==> config.mk <==
export PLATFORM = sky130hd
export DESIGN_NAME = stack_arbiter
export DESIGN_NICKNAME = d
export VERILOG_FILES = /design/src/rtl/stack_arbiter.sv
export SDC_FILE = /design/constraint.sdc
export NUM_CORES = 1
export LEC_CHECK = 0
export BUFFER_PORTS_ARGS = -buffer_cell sky130_fd_sc_hd__buf_2
export CAP_MARGIN = 10
export CORE_ASPECT_RATIO = 1.2
export CORE_MARGIN = 2
export CORE_UTILIZATION = 40
export CTS_BUF_LIST = sky130_fd_sc_hd__clkbuf_8
export CTS_CLUSTER_DIAMETER = 40
export DETAILED_ROUTE_END_ITERATION = 8
export MAX_ROUTING_LAYER = met4
export PLACE_DENSITY = 0.71
export RECOVER_POWER = 25
export SLEW_MARGIN = 25
export SYNTH_ARGS = -nofsm -noshare
export SYNTH_HDL_FRONTEND = slang
export SYNTH_SLANG_ARGS = --single-unit
==> constraint.sdc <==
create_clock -name CLK -period 2.5 [get_ports CLK]
set_clock_uncertainty 0.15 [all_clocks]
set_input_delay 0.25 -clock CLK [delete_from_list [all_inputs] [get_ports CLK]]
set_output_delay 0.25 -clock CLK [all_outputs]
set_load 0.02 [all_outputs]
==> src/rtl/stack_arbiter.sv <==
// Two-client round-robin front end for a single LIFO stack.
// Occupancy is tracked locally so overflow/underflow requests are answered with an error and never reach the stack.
module stack_arbiter #(
   parameter int DW    = 32,
   parameter int DEPTH = 16,
   parameter int CNT_W = 5
) (
   input  logic             CLK,
   input  logic             RST,
   input  logic             A_PUSH_STB,
   input  logic [DW-1:0]    A_PUSH_DAT,
   output logic             A_PUSH_ACK,
   input  logic             A_POP_STB,
   output logic             A_POP_ACK,
   output logic [DW-1:0]    A_POP_DAT,
   output logic             A_ERR,
   input  logic             B_PUSH_STB,
   input  logic [DW-1:0]    B_PUSH_DAT,
   output logic             B_PUSH_ACK,
   input  logic             B_POP_STB,
   output logic             B_POP_ACK,
   output logic [DW-1:0]    B_POP_DAT,
   output logic             B_ERR,
   output logic             PUSH_STB,
   output logic [DW-1:0]    PUSH_DAT,
   input  logic             PUSH_ACK,
   output logic             POP_STB,
   input  logic [DW-1:0]    POP_DAT,
   input  logic             POP_ACK,
   output logic [CNT_W-1:0] COUNT,
   output logic             FULL,
   output logic             EMPTY,
   output logic             BUSY
);
   localparam logic [1:0] IDLE  = 2'd0;
   localparam logic [1:0] ISSUE = 2'd1;
   localparam logic [1:0] RESP  = 2'd2;
   localparam logic [CNT_W-1:0] DEPTH_C = CNT_W'(DEPTH);

   logic [1:0]       state;
   logic             last_b;
   logic             gnt_b;
   logic             op_push;
   logic             a_req, b_req, sel_b, sel_push, sel_err;
   logic [DW-1:0]    sel_dat;
   logic             idle_err, issue_done, resp_fire, resp_b, resp_push;
   logic [DW-1:0]    resp_dat;
   logic [CNT_W-1:0] cnt_nxt;

   // Grant decode: push outranks pop within a client; on conflict the client not served last wins.
   always_comb begin
      a_req      = A_PUSH_STB | A_POP_STB;
      b_req      = B_PUSH_STB | B_POP_STB;
      sel_b      = b_req & (~a_req | ~last_b);
      sel_push   = sel_b ? B_PUSH_STB : A_PUSH_STB;
      sel_dat    = sel_b ? B_PUSH_DAT : A_PUSH_DAT;
      sel_err    = sel_push ? FULL : EMPTY;
      idle_err   = (state == IDLE) & (a_req | b_req) & sel_err;
      issue_done = (state == ISSUE) & (op_push ? PUSH_ACK : POP_ACK);
      resp_fire  = idle_err | issue_done;
      resp_b     = (state == IDLE) ? sel_b : gnt_b;
      resp_push  = (state == IDLE) ? sel_push : op_push;
      resp_dat   = (issue_done & ~op_push) ? POP_DAT : '0;
      cnt_nxt    = op_push ? COUNT + CNT_W'(1) : COUNT - CNT_W'(1);
   end

   always_ff @(posedge CLK) begin
      if (RST) begin
         state      <= IDLE;
         last_b     <= 1'b1;
         gnt_b      <= 1'b0;
         op_push    <= 1'b0;
         A_PUSH_ACK <= 1'b0;
         A_POP_ACK  <= 1'b0;
         A_POP_DAT  <= '0;
         A_ERR      <= 1'b0;
         B_PUSH_ACK <= 1'b0;
         B_POP_ACK  <= 1'b0;
         B_POP_DAT  <= '0;
         B_ERR      <= 1'b0;
         PUSH_STB   <= 1'b0;
         PUSH_DAT   <= '0;
         POP_STB    <= 1'b0;
         COUNT      <= '0;
         FULL       <= 1'b0;
         EMPTY      <= 1'b1;
         BUSY       <= 1'b0;
      end else begin
         // Client responses are single-cycle pulses raised on entry to RESP.
         A_PUSH_ACK <= resp_fire & ~resp_b & resp_push;
         A_POP_ACK  <= resp_fire & ~resp_b & ~resp_push;
         B_PUSH_ACK <= resp_fire & resp_b & resp_push;
         B_POP_ACK  <= resp_fire & resp_b & ~resp_push;
         A_ERR      <= idle_err & ~resp_b;
         B_ERR      <= idle_err & resp_b;
         A_POP_DAT  <= (resp_fire & ~resp_b) ? resp_dat : '0;
         B_POP_DAT  <= (resp_fire & resp_b) ? resp_dat : '0;
         case (state)
            IDLE: begin
               if (a_req | b_req) begin
                  gnt_b   <= sel_b;
                  op_push <= sel_push;
                  BUSY    <= 1'b1;
                  if (a_req & b_req) last_b <= sel_b;
                  if (sel_err) begin
                     state <= RESP;
                  end else begin
                     state    <= ISSUE;
                     PUSH_STB <= sel_push;
                     POP_STB  <= ~sel_push;
                     PUSH_DAT <= sel_push ? sel_dat : '0;
                  end
               end
            end
            ISSUE: begin
               if (issue_done) begin
                  PUSH_STB <= 1'b0;
                  POP_STB  <= 1'b0;
                  COUNT    <= cnt_nxt;
                  FULL     <= (cnt_nxt == DEPTH_C);
                  EMPTY    <= (cnt_nxt == '0);
                  state    <= RESP;
               end
            end
            RESP: begin
               state <= IDLE;
               BUSY  <= 1'b0;
            end
            default: begin
               state <= IDLE;
               BUSY  <= 1'b0;
            end
         endcase
      end
   end
endmodule

==> reports/results.ini <==
[global_routing]
largest_net_degree_at_the_start_of_global_routing = 37
antenna_violations_before_repair = 0
grt_util_all_layers_pct = 23.2
use_met2_pct = 39.7
first_global_vias = 4315
grt.overflow.total = 0
first_pass_grt_wire_length_um = 20800
global_route.usage.met3_pct = 6.85
top_usage_layer = met2
global_routing_met1_resource_utilization_pct = 25.0

[setup_path]
crit_type = reg2reg
crit-reg2reg-launch = last_b$_SDFFE_PP1P_
worst_endpoint_required_time_ns = 2.64
cp_data_arrival_time_ns = 2.42
delay_of_the_slowest_critical_path_stage_ns = 0.60
crit_family = buffers and inverters
worst_setup_path_end_kind = flip-flop
worst-path-max-fanout = 32
critical_path.startpoint = last_b$_SDFFE_PP1P_
path_cells = o21ai_0 > nand2_2 > buf_6 > mux2i_1 > dlygate4sd3_1 > o2bb2ai_2
setup.worst_path.end = PUSH_DAT[0]$_SDFFE_PP0P_
crit_path_start_kind = flip-flop
rr_endpoint = PUSH_DAT[0]$_SDFFE_PP0P_
crit_cells = 6
worst-path-buf-inv = 2
r2r_cells = 6
r2r_slack_ns = 0.22
worst_path_max_delay_cell = sky130_fd_sc_hd__dlygate4sd3_1

[drt]
route.detailed.wl_per_inst_um = 15.7
vias_per_cell = 4.86
detail_route.iter0.violations = 122
totalWireLength_um = 13200
drt_drc_violations_left = 0
drt-pass1-iter-count = 4
vias = 4096
postRouteAntennaNets = 0

[outcome]
status = finished, final reports clean

[synthesis]
synth_area_per_cell_um2 = 10.9
synthesized_cell_area_um2 = 4280
ys_dominant_reg_cell = sky130_fd_sc_hd__dfxtp_1
postSynthCellCount = 393
synth-edff-count = 0
library_cells_used_by_synthesis = 50
yosysSeqAreaShare_pct = 54.7
ys_seq_elements = 117
async_flop_share_pct = 0
yosys_warnings = 0
synth.net_count = 502

[timing]
max_slew_margin_pct = 50.0
tightest_slew_ns = 0.750
final_max_slew_viol_count = 0
min_period_ns = 2.28
setup-tns-final_ns = 0
finalSetupViolations = 0
achievable-frequency_mhz = 438
worst_hold_slack_ns = 0.00725
timing_hold_violations_final = 0
final.period_utilization_pct = 91.2
rsz_0062_raised_after_global_routing = false

[min_path]
min_path_type = in2reg

[final_layout]
post-route-util_pct = 63.8
final-instance-count-excl-fill = 843
nNetsFinal = 812
final_common_cell = sky130_fd_sc_hd__buf_2
insertedDiodeCount = 0
mostFrequentLayoutCells = 160 x sky130_fd_sc_hd__buf_2, 117 x sky130_fd_sc_hd__dfxtp_1, 93 x sky130_fd_sc_hd__dlygate4sd3_1
fillCellCount = 824
syn2layout_area_growth_pct = 56.0
post_route_cells_drive_above_1_share_pct = 33.2

[clocking]
tritoncts.num_buffers = 17
post-cts-setup-buffers = 0
clockBufferDepth = 2
path_clk_slew_ns = 0.06
ctsRootBufferMaster = sky130_fd_sc_hd__clkbuf_8
clock_tree.htree_level_count = 4
tritoncts = done
clkLatencyLatePin_ns = 0.41
cts.sinks = 117

[power]
power.static_leakage_nw = 3.00
ir_worst_vdd_mv = 0.533
power.total_mw = 5.33
power_density_cells_nw_per_um2 = 799

[placed_design]
post-place-cells = 720
finalWeightedCongestion = 0.846
post-dp-hpwl_um = 8230
placement.io_buffers = 215

[job]
total_of_max_cap_violations = 0

[floorplan]
fp.dieW_um = 98.4
io-pin-count = 216
die_height_um = 117
coreArea_um2 = 10500
start_util_pct = 40.9
placementRows = 41
die_footprint_um2 = 11500

worst min-delay path: stages:
cell,delay (ns)
sky130_fd_sc_hd__buf_2,0.09
sky130_fd_sc_hd__mux2i_1,0.08
sky130_fd_sc_hd__o2bb2ai_2,0.12
logic make-up (layout without fill, tap and decap cells):
family	after synthesis	in the layout	synth area share [%]
AOI/OAI and AO/OA	67	67	17.0
xor gates and xnor gates	4	4	0.819
adders and majority gates	5	5	1.64
buffers and inverters	26	347	3.68
DFF	117	117	54.7
muxes	35	35	8.22
and+or+nand+nor	139	139	13.9
area by class of cell:
cell class                 instances  area [um2]  area share (%)
sequential                       117        2340            35.1
inverter                           3        11.3           0.169
clock buffer                      19         262            3.92
clock inverter                    11         111            1.67
timing repair buffer             314        2010            30.1
multi-input combinational        250        1780            26.6
tap                              129         161            2.42
through the flow:
| stage | worst slack, ns | area, um2 |
|---|---|---|
| after floorplan | 0.738 | 4280 |
| after global placement | 0.457 | 5440 |
| after detailed placement | 0.365 | 5440 |
| after CTS | 0.169 | 6740 |
| after global routing | 0.0882 | 6680 |
| final | 0.219 | 6680 |
worst min-delay path by stage:
stage | from | end | slack [ns] | depth (start not counted)
after global routing | A_PUSH_DAT[11] | PUSH_DAT[11]$_SDFFE_PP0P_ | 0.0004 | 3
after CTS | B_PUSH_DAT[22] | PUSH_DAT[22]$_SDFFE_PP0P_ | 0.01 | 3
after global placement | PUSH_DAT[24]$_SDFFE_PP0P_ | PUSH_DAT[24]$_SDFFE_PP0P_ | 0.29 | 1
after detailed placement | PUSH_DAT[25]$_SDFFE_PP0P_ | PUSH_DAT[25]$_SDFFE_PP0P_ | 0.30 | 1
final | A_PUSH_DAT[11] | PUSH_DAT[11]$_SDFFE_PP0P_ | 0.007 | 3
after floorplan | POP_DAT[0] | A_POP_DAT[0]$_SDFF_PP0_ | 0.24 | 2
synthesized netlist by cell type, types with 2 or more instances:
cell type	instances	area (um2)
sky130_fd_sc_hd__buf_6	6	67.6
sky130_fd_sc_hd__a21o_1	2	15.0
sky130_fd_sc_hd__mux2i_1	34	340
sky130_fd_sc_hd__nor2_1	72	270
sky130_fd_sc_hd__a211oi_1	5	37.5
sky130_fd_sc_hd__o2bb2ai_2	30	450
sky130_fd_sc_hd__xnor2_1	2	17.5
sky130_fd_sc_hd__nand3_1	7	35.0
sky130_fd_sc_hd__o21a_1	2	15.0
sky130_fd_sc_hd__xor2_1	2	17.5
sky130_fd_sc_hd__inv_1	2	7.51
sky130_fd_sc_hd__o2bb2ai_1	2	17.5
sky130_fd_sc_hd__dfxtp_1	117	2340
sky130_fd_sc_hd__o211ai_1	2	15.0
sky130_fd_sc_hd__or2_2	2	12.5
sky130_fd_sc_hd__clkbuf_1	7	26.3
sky130_fd_sc_hd__a21oi_1	6	30.0
sky130_fd_sc_hd__o21ai_0	6	30.0
sky130_fd_sc_hd__nand2_1	42	158
sky130_fd_sc_hd__ha_1	4	50.1
sky130_fd_sc_hd__nand2b_1	4	25.0
sky130_fd_sc_hd__buf_2	9	45.0
per-layer routing:
metal	vias up	wire length, um
li1	1973	-
met1	1886	5310
met2	214	6400
met3	23	1200
met4	0	280
met5	-	0
sequential cells by signal, summed over array words and instances, names as in the netlist, 2 cells and up:
signal,cells
B_POP_DAT,32
A_POP_DAT,32
COUNT,5
PUSH_DAT,32
state,2
timing repair:
item | CTS | global route
hold endpoints to repair | 94 | 1
hold buffers | 92 | 1
resized for setup | 0 | 1
endpoints found under the setup margin | 0 | 4
power by group:
part / internal, mW / leakage [nW] / switching [mW] / total (mW)
clock: 0.913 / 0.190 / 0.711 / 1.62
combinational: 0.669 / 1.86 / 0.861 / 1.53
sequential: 2.05 / 0.951 / 0.131 / 2.18
total: 3.63 / 3.00 / 1.70 / 5.33
No activity file was read; power rests on OpenSTA's default activity.
